[src/rtl/cmult_arbiter.sv]
// cmult_arbiter: shares one pipelined complex multiplier among NREQ requesters, returning ID-tagged products.
// Define CMULT_ARB_RR_EN for round-robin arbitration; otherwise fixed priority (lowest index wins).
module cmult_arbiter #(
    parameter int WL       = 16,
    parameter int NREQ     = 4,
    parameter int MULT_LAT = 3
) (
    input  logic                    clk,
    input  logic                    rst,
    input  logic [NREQ-1:0]         req_valid,
    output logic [NREQ-1:0]         req_ready,
    input  logic [NREQ*WL-1:0]      req_a_r,
    input  logic [NREQ*WL-1:0]      req_a_i,
    input  logic [NREQ*WL-1:0]      req_b_r,
    input  logic [NREQ*WL-1:0]      req_b_i,
    output logic                    mul_in_valid,
    output logic [WL-1:0]           mul_a_r,
    output logic [WL-1:0]           mul_a_i,
    output logic [WL-1:0]           mul_b_r,
    output logic [WL-1:0]           mul_b_i,
    input  logic [WL-1:0]           mul_out_r,
    input  logic [WL-1:0]           mul_out_i,
    output logic [NREQ-1:0]         rsp_valid,
    output logic [$clog2(NREQ)-1:0] rsp_id,
    output logic [WL-1:0]           rsp_r,
    output logic [WL-1:0]           rsp_i
);
    localparam int IDW = $clog2(NREQ);

    logic                       gnt_vld;
    logic [IDW-1:0]             gnt_id;
    logic [MULT_LAT:0]          tag_vld_q, tag_vld_d;
    logic [MULT_LAT:0][IDW-1:0] tag_id_q, tag_id_d;
    logic [4*WL-1:0]            ops_q, ops_d;

`ifdef CMULT_ARB_RR_EN
    logic [IDW-1:0] ptr_q, ptr_d;

    // Scan downwards so the requester closest to ptr_q is the last writer and wins.
    always_comb begin
        gnt_vld = 1'b0;
        gnt_id  = '0;
        for (int k = NREQ - 1; k >= 0; k--) begin
            if (!rst && req_valid[(int'(ptr_q) + k) % NREQ]) begin
                gnt_vld = 1'b1;
                gnt_id  = IDW'((int'(ptr_q) + k) % NREQ);
            end
        end
        ptr_d = gnt_vld ? IDW'((int'(gnt_id) + 1) % NREQ) : ptr_q;
    end

    always_ff @(posedge clk) begin
        if (rst) begin
            ptr_q <= '0;
        end else begin
            ptr_q <= ptr_d;
        end
    end
`else
    always_comb begin
        gnt_vld = 1'b0;
        gnt_id  = '0;
        for (int k = NREQ - 1; k >= 0; k--) begin
            if (!rst && req_valid[k]) begin
                gnt_vld = 1'b1;
                gnt_id  = IDW'(k);
            end
        end
    end
`endif

    always_comb begin
        tag_vld_d = {tag_vld_q[MULT_LAT-1:0], gnt_vld};
        tag_id_d  = {tag_id_q[MULT_LAT-1:0], gnt_id};
        ops_d     = gnt_vld ? {req_a_r[int'(gnt_id)*WL +: WL], req_a_i[int'(gnt_id)*WL +: WL],
                               req_b_r[int'(gnt_id)*WL +: WL], req_b_i[int'(gnt_id)*WL +: WL]} : ops_q;
    end

    always_ff @(posedge clk) begin
        if (rst) begin
            tag_vld_q <= '0;
            tag_id_q  <= '0;
            ops_q     <= '0;
        end else begin
            tag_vld_q <= tag_vld_d;
            tag_id_q  <= tag_id_d;
            ops_q     <= ops_d;
        end
    end

    assign req_ready    = NREQ'(gnt_vld) << gnt_id;
    assign mul_in_valid = tag_vld_q[0];
    assign {mul_a_r, mul_a_i, mul_b_r, mul_b_i} = ops_q;
    // The tag tail lines up with the multiplier output, so data passes straight through.
    assign rsp_valid    = NREQ'(tag_vld_q[MULT_LAT]) << tag_id_q[MULT_LAT];
    assign rsp_id       = tag_vld_q[MULT_LAT] ? tag_id_q[MULT_LAT] : '0;
    assign rsp_r        = mul_out_r;
    assign rsp_i        = mul_out_i;
endmodule
[config.mk]
export PLATFORM = sky130hd
export DESIGN_NAME = cmult_arbiter
export DESIGN_NICKNAME = d
export VERILOG_FILES = /design/src/rtl/cmult_arbiter.sv
export SDC_FILE = /design/constraint.sdc
export NUM_CORES = 1
export LEC_CHECK = 0
export ABC_AREA = 0
export CORE_AREA = 3 3 154 156
export DETAILED_ROUTE_END_ITERATION = 8
export DIE_AREA = 0 0 157 159
export SLEW_MARGIN = 0
export SYNTH_ARGS = -nofsm -noshare
export SYNTH_HDL_FRONTEND = slang
export SYNTH_SLANG_ARGS = --single-unit
export TNS_END_PERCENT = 50
[constraint.sdc]
create_clock -name clk -period 1.3 [get_ports clk]
set_input_delay 0.195 -clock clk [delete_from_list [all_inputs] [get_ports clk]]
set_output_delay 0.195 -clock clk [all_outputs]
set_load 0.005 [all_outputs]
[Yosys cells after proc, flatten, opt, wreduce, memory -nomap -nowiden]
Index checks and enable logic that the tools add are counted.
Operators by class
  shift operators: 6
  multiplexer cells: 9
  reductions and logical operators: 5
Operator list (number)
  $shiftx A64 B7 Y16: 4
  $mux W2: 5
  $shl A1 B2 Y4: 2
  $logic_and A1 B1 Y1: 4
  $mux W1: 4
  $logic_not A1 Y1: 1
Storage, ports and cells
  register bits after elaboration: 76
  input bits: 294
  output and inout port bits: 107
  logic and storage cells: 26

[Logic depth before layout (Yosys ltp)]
Gate-level depths: netlist (run 1).
  depth in word-level cells: 7
  gate-level depth with buffers: 7
  mapped depth without buffers: 4

[Worst setup path before layout (run 1)]
No wires, ideal clock.
  kind: input -> register
  start point: input rst
  end point: register ops_q[11]
  setup time: 146 ps
  arrival time: 1233 ps
  required time: 1154 ps
  slack: -79 ps
  stages: 7
  buffers on the path: 3
  path through: buf_2 > nor2_1 > buf_2 > clkbuf_1 > a21boi_0 > o22ai_1 > a211oi_2
Between the ends
  cells in the longest elaborated chain, start to end: 7
  elaborated cells between the ends (all ways): 14
  those cells by class: shift (1); mux (8); reduce/logical (5)
RTL lines
  start: declaration: RTL line 9  | input logic rst,
  $logic_not A1 Y1: RTL line 64  | if (!rst && req_valid[k]) begin
  $logic_and A1 B1 Y1: RTL line 64
  $mux W2 (4 in series): RTL line 64
  $shiftx A64 B7 Y16: RTL line 76  | req_b_r[int'(gnt_id)*WL +: WL], req_b_i[int'(gnt_id)*WL +: WL]} : ops_q;
  end signal: assignment: RTL line 87  | ops_q <= ops_d;
  end: declaration: RTL line 34  | logic [4*WL-1:0] ops_q, ops_d;
Several ways; a longest one is shown, not always the timed one.
A chain may end at the register's enable or synchronous reset.

[Worst setup path after layout (run 1)]
  start point: register tag_id_q[7] (netlist bit)
  end point: output rsp_valid[2]
Between the ends
  cells in the longest elaborated chain, start to end: 1
RTL lines
  start: declaration: RTL line 33  | logic [MULT_LAT:0][IDW-1:0] tag_id_q, tag_id_d;
  start signal: assignment: RTL line 86  | tag_id_q <= tag_id_d;
  $shl A1 B2 Y4: RTL line 95  | assign rsp_valid = NREQ'(tag_vld_q[MULT_LAT]) << tag_id_q[MULT_LAT];
  end: declaration: RTL line 23  | output logic [NREQ-1:0] rsp_valid,
No other way between the ends.

==> out/results.tsv, run 1 <==
metric	value	unit
minimum clock period	1270	ps
post-layout instance area	8840	µm²
Clock Latency Late Sink	330	ps
Final Setup Violations	0	
clk sinks	76	
post-synthesis net count	909	
Fin Setup TNS	0	ps
first-pass GRT wire length	34700	µm
Leak	0.00358	µW
Worst Hold Launch	rst	
unrepaired setup endpoints after global routing	yes	
Clock Skew	1.75	ps
GRT Util Overall	17.6	%
initial antenna violation count	0	
IO Count	401	
maximum root-to-sink buffer count	2	
DRT Wirelength	23700	µm
nets@finish	1211	
Post-DP HPWL	16600	µm
Top FF cell, synth	dfxtp_1	
crit path kind	register to output port	
Seq/Total Area, Yosys	32.2	%
die height	159	µm
vias in the first global route	6029	
Final Hold Vio Count	0	
share of the synthesized area in the top cell type	32.2	%
max_cap viols	0	
remaining routing DRC violations	0	
post-route ant nets	0	
vias	5954	
CTS buffer count	9	
Startpoint Class	register	
drt pass-1 iters	4	
top area cells in the synthesized netlist	dfxtp_1 (32%), a21boi_0 (10%), o22ai_1 (8.5%)	
PD cells	829	nW/µm²
FP Rows	55	
TritonCTS clock tree	done	
Achievable Freq	0.788	GHz
total grt overflow	0	
Starting Density	21.0	%
htree depth	3	
Hold Path Stages	2	
drt initial violations	346	
CP max FO	4	
vias per cell	4.93	
Netlist Area Pre-Place	4730	µm²
routed wire length per instance	19.6	µm
Worst EP arrival	1070	ps
most common cell after layout, fill and taps aside	clkdlybuf4s50_1	
final worst slack	30.5	ps
GP Congestion	0.786	
Reg2Reg Setup Slack	570	ps
Synth Instances	615	
max-slew violation count	0	
CP endpoint kind	output port	
Root Buffer	clkbuf_16	
worst hold endpoint	tag_id_d[3]	
Slew HR	70.6	%
Peak supply drop	0.442	mV
launching point of the worst reg2reg path	ops_q[48]	
Syn. warnings	0	
largest area contributor in the netlist	dfxtp_1	
Tightest Hold Check Type	input port to register	
period utilisation layout	97.7	%
synth unique cells	30	
r2r worst-path depth	2	
Min Hold Slack	106	ps
share of synthesized registers carrying an async set or reset	0	%
Syn Area/Cell	7.69	µm²
number of port buffers	336	
placed cell area	8450	µm²
pin count of the biggest net entering global routing	73	
status	completed	
Core Region	22500	µm²
layout cells sized above 1	13.7	%
Antenna diodes	0	
clk slew on worst S/H paths	60	ps
reg2reg end	ops_q[48]	
Die X	157	µm
Crit path required time	1110	ps
post-synthesis register bit count	76	
number of synthesized flops with an enable pin	0	
Area growth syn-to-layout	87.0	%
Die ar.	25000	µm²
dpl ws	-809	ps
most frequent cells in the layout	clkdlybuf4s50_1 (256), nand2_1 (91), dlygate4sd2_1 (67), dfxtp_1 (67), nor2_1 (65)	
actual slew at the worst max-slew pin	441	ps
==> critical path, stage by stage, from the launching register on <==
cell	delay [ps]
dfxtp_2	350
and2_4	150
nor2b_1	110
buf_2	120
==> synthesized netlist by cell type, drive strengths merged, types with 2 or more instances <==
cell type,instances
and2,3
o22ai,64
dfxtp,76
nor3b,2
a21boi,64
nand2,92
nor2b,12
o21ai,38
buf,61
nor2,67
clkbuf,36
a211oi,27
inv,2
a22oi,27
a311oi,37
==> power by group <==
part | switching (µW) | internal, µW | total, µW
Clock | 1140 | 1490 | 2630
Sequential | 88.7 | 2510 | 2600
Combinational | 804 | 1300 | 2100
Total | 2030 | 5300 | 7330
==> registers in the layout (all words and copies together), names as in the netlist <==
register,flops
tag_id_d,6
tag_vld_q,4
ops_q,64
tag_id_q,2
==> logic make-up after synthesis <==
logic type	after synthesis	synth area share, %
flops	76	32.2
compound gates	258	40.2
buf+inv	99	11.3
simple gates	182	16.3
==> how the worst max path moves through the flow <==
| stage | startpoint | end | slack [ps] | cells past startpoint |
|---|---|---|---|---|
| after floorplan | rst | ops_q[36] | -2 | 5 |
| after global placement | req_valid[0] | req_ready[1] | -820 | 5 |
| after detailed placement | req_valid[0] | req_ready[1] | -810 | 5 |
| after CTS | tag_id_q[6] | rsp_valid[0] | 4 | 2 |
| after global routing | req_valid[3] | ops_q[6] | -40 | 6 |
| final | tag_id_q[7] | rsp_valid[2] | 30 | 3 |
==> stage by stage <==
| step | utilization [%] | instances | power [µW] |
|---|---|---|---|
| 6_report | 39.3 | 1207 | 7330 |
| 5_1_grt | 39.3 | 1207 | 7690 |
| 4_1_cts | 38.9 | 1205 | 7420 |
| 3_5_place_dp | 37.5 | 1183 | 4800 |
| 3_3_place_gp | 37.5 | 1183 | 4800 |
| 2_1_floorplan | - | 615 | 3410 |
==> cell type report <==
cell class,count,area [µm²]
clock buffers,10,229
clock inverters,6,63.8
fillers,2371,13700
inverters,2,7.51
multi-input cells,440,2760
flip-flops and latches,76,1540
well taps,285,357
repair buffers,388,3890
==> per-layer routing <==
layer	global-route usage [%]	share of wire (%)	vias up
li1	-	-	2820
met1	20.7	40	2824
met2	30.2	49	276
met3	5.65	8.9	34
met4	5.17	1.8	0
met5	0	0	-
==> what timing repair did <==
item	CTS	global route
cloned	1	2
setup endpoints to repair	140	70
pin swaps	11	17
gates resized for setup	134	50
buffers inserted	5	0
hold buffers	0	0
Note: power is estimated with default switching activity, not from simulation.
==> inputs of run 2 (changes only) <==
--- a/config.mk
+++ b/config.mk
@@ -9,6 +9,7 @@
 export CORE_AREA = 3 3 154 156
 export DETAILED_ROUTE_END_ITERATION = 8
 export DIE_AREA = 0 0 157 159
+export PLACE_DENSITY_LB_ADDON = 0.25
 export SLEW_MARGIN = 0
 export SYNTH_ARGS = -nofsm -noshare
 export SYNTH_HDL_FRONTEND = slang
==> run 2 against run 1 <==
The run now ends with setup timing left. Non-clock buffer count grew 3. Total power fell by 1.7%. Global-route usage increased by 0.064 points. Count of clock-buffer cells in the layout is 1 higher. Register-to-register slack is essentially flat. Final area rose by 1.2%. Clock skew barely moved. Sequential share of layout area shrank 0.15 points. Maximum frequency shrank 2.6%. Critical path depth increased by 2. Clock power fell by 5%.
==> out/results.tsv, run 2 (same netlist as run 1, synthesis figures left out) <==
metric	value	unit	change
Antenna diodes	0		unchanged
Worst EP arrival	1110	ps	+40 ps
routed wire length per instance	19.2	µm	-2.3%
Slew HR	51.0	%	-20 points
clk slew on worst S/H paths	60	ps	about the same
Clock Skew	1.33	ps	-0.419 ps
storage element area	1540	µm²	+0.33%
FP Rows	55		unchanged
Hold Path Stages	2		unchanged
Clock Latency Late Sink	330	ps	about the same
CP max FO	5		+1
period utilisation layout	100	%	+2.6 points
minimum clock period	1300	ps	+33.7 ps
unrepaired setup endpoints after global routing	yes		
met3 Use GR	3.89	%	-1.8 points
PD cells	805	nW/µm²	-2.9%
vias per cell	4.81		-2.6%
Startpoint Class	input port		
drt initial violations	241		-30%
layer with the highest usage	met2		
Peak supply drop	0.433	mV	-2.0%
total grt overflow	0		unchanged
Die X	157	µm	unchanged
die height	159	µm	unchanged
number of port buffers	336		unchanged
layout cells sized above 1	14.8	%	+1.1 points
max reg flops	64		unchanged
clk sinks	76		unchanged
Area growth syn-to-layout	89.2	%	
r2r worst-path depth	2		unchanged
Post-DP HPWL	16600	µm	about the same
post-route ant nets	0		unchanged
TritonCTS clock tree	done		
launching point of the worst reg2reg path	ops_q[56]		
max-slew violation count	0		unchanged
IO Count	401		unchanged
Final Hold Vio Count	0		unchanged
initial antenna violation count	0		unchanged
Core Region	22500	µm²	unchanged
crit path kind	input port to output port		
vias in the first global route	5924		-1.7%
vias	5815		-2.3%
GRT Util Overall	17.6	%	+0.064 points
maximum root-to-sink buffer count	2		unchanged
placed cells	1185		+0.17%
worst hold endpoint	tag_id_d[3]		
Starting Density	21.0	%	unchanged
first-pass GRT wire length	34600	µm	-0.34%
Filler cells	2349		-0.93%
Final Non-Filler Cells	1210		+0.25%
violated checks	setup timing		
DRT Wirelength	23200	µm	-2.1%
reg2reg end	ops_q[56]		
Hold Buf Count CTS	0		unchanged
Crit path required time	1110	ps	about the same
Leak	0.00362	µW	+1.0%
Biggest register	ops_q		
status	complete, but fails checks		
Die ar.	25000	µm²	unchanged
Achievable Freq	0.767	GHz	-2.6%
nets@finish	1214		+0.25%
Tightest Hold Check Type	input port to register		
remaining routing DRC violations	0		unchanged
Worst Hold Launch	req_valid[1]		
area of the multi-input gates	2790	µm²	+1.1%
CTS buffer count	9		unchanged
CP endpoint kind	output port		
drt pass-1 iters	4		unchanged
GP Congestion	0.864		+9.9%
Root Buffer	clkbuf_16		
most common cell after layout, fill and taps aside	clkdlybuf4s50_1		
max_cap viols	0		unchanged
met1 usage	21.4	%	+0.63 points
most frequent cells in the layout	clkdlybuf4s50_1 (256), nand2_1 (90), nor2_1 (65), dlygate4sd2_1 (65), dfxtp_1 (63)		
htree depth	3		unchanged
GR Util met2	30.5	%	+0.27 points
Reg2Reg Setup Slack	560	ps	about the same
pin count of the biggest net entering global routing	54		-26%
Final Setup Violations	1		+1
actual slew at the worst max-slew pin	734	ps	+293 ps
Finished Core Util	39.8	%	+0.47 points
final worst slack	-3.23	ps	-33.7 ps
==> run 2: report_power, final <==
| part | switching, µW | internal [µW] | leakage (µW) |
|---|---|---|---|
| clock | 1140 | 1350 | 0.000128 |
| combinational | 795 | 1310 | 0.00286 |
| sequential | 89.0 | 2520 | 0.000636 |
==> run 2: metrics by stage <==
stage               setup slack (ps)  instance area [µm²]  total power, µW  hold slack (ps)  TNS (ps)
global route                   -43.5                 8950             7600              145      -462
finish                         -3.23                 8950             7210              150     -3.23
global placement                -783                 8490             4820              390    -44830
detailed placement              -802                 8490             4820              390    -47350
floorplan                      -1.82                 4770             3410              272     -16.4
CTS                             -133                 8780             7290              134      -142
==> run 2: worst max-delay path by stage <==
| stage | end | startpoint | depth (start not counted) |
|---|---|---|---|
| 6_report | req_ready[3] | req_valid[2] | 5 |
| 5_1_grt | req_ready[3] | req_valid[2] | 5 |
| 4_1_cts | mul_b_r[12] | ops_q[28] | 1 |
| 3_5_place_dp | req_ready[2] | req_valid[0] | 5 |
| 3_3_place_gp | req_ready[2] | req_valid[0] | 5 |
| 2_1_floorplan | ops_q[36] | rst | 5 |
==> run 2: cell type report <==
class                      count  area share [%]
sequential                    76            17.2
timing repair buffer         391            44.5
inverter                       2          0.0839
clock inverter                 5           0.406
tap                          285            3.99
multi-input combinational    440            31.1
clock buffer                  11            2.71
==> run 2: critical path: stages <==
cell	delay, ps
buf_2	140
nor3_4	220
nor3b_4	290
buf_4	160
buf_2	100
==> run 2: what timing repair did <==
action                     CTS  global route
setup buffers                3             4
cloned                       2             1
pin swaps                    7            14
setup endpoints to repair  139            65
hold endpoints to repair     0             0
gates resized for setup    126            61
==> run 2: metal layers <==
layer	vias to the layer above	share of wire, %
met4	0	2.5
li1	2837	-
met1	2696	41
met5	-	0
met3	31	7.5
met2	251	49
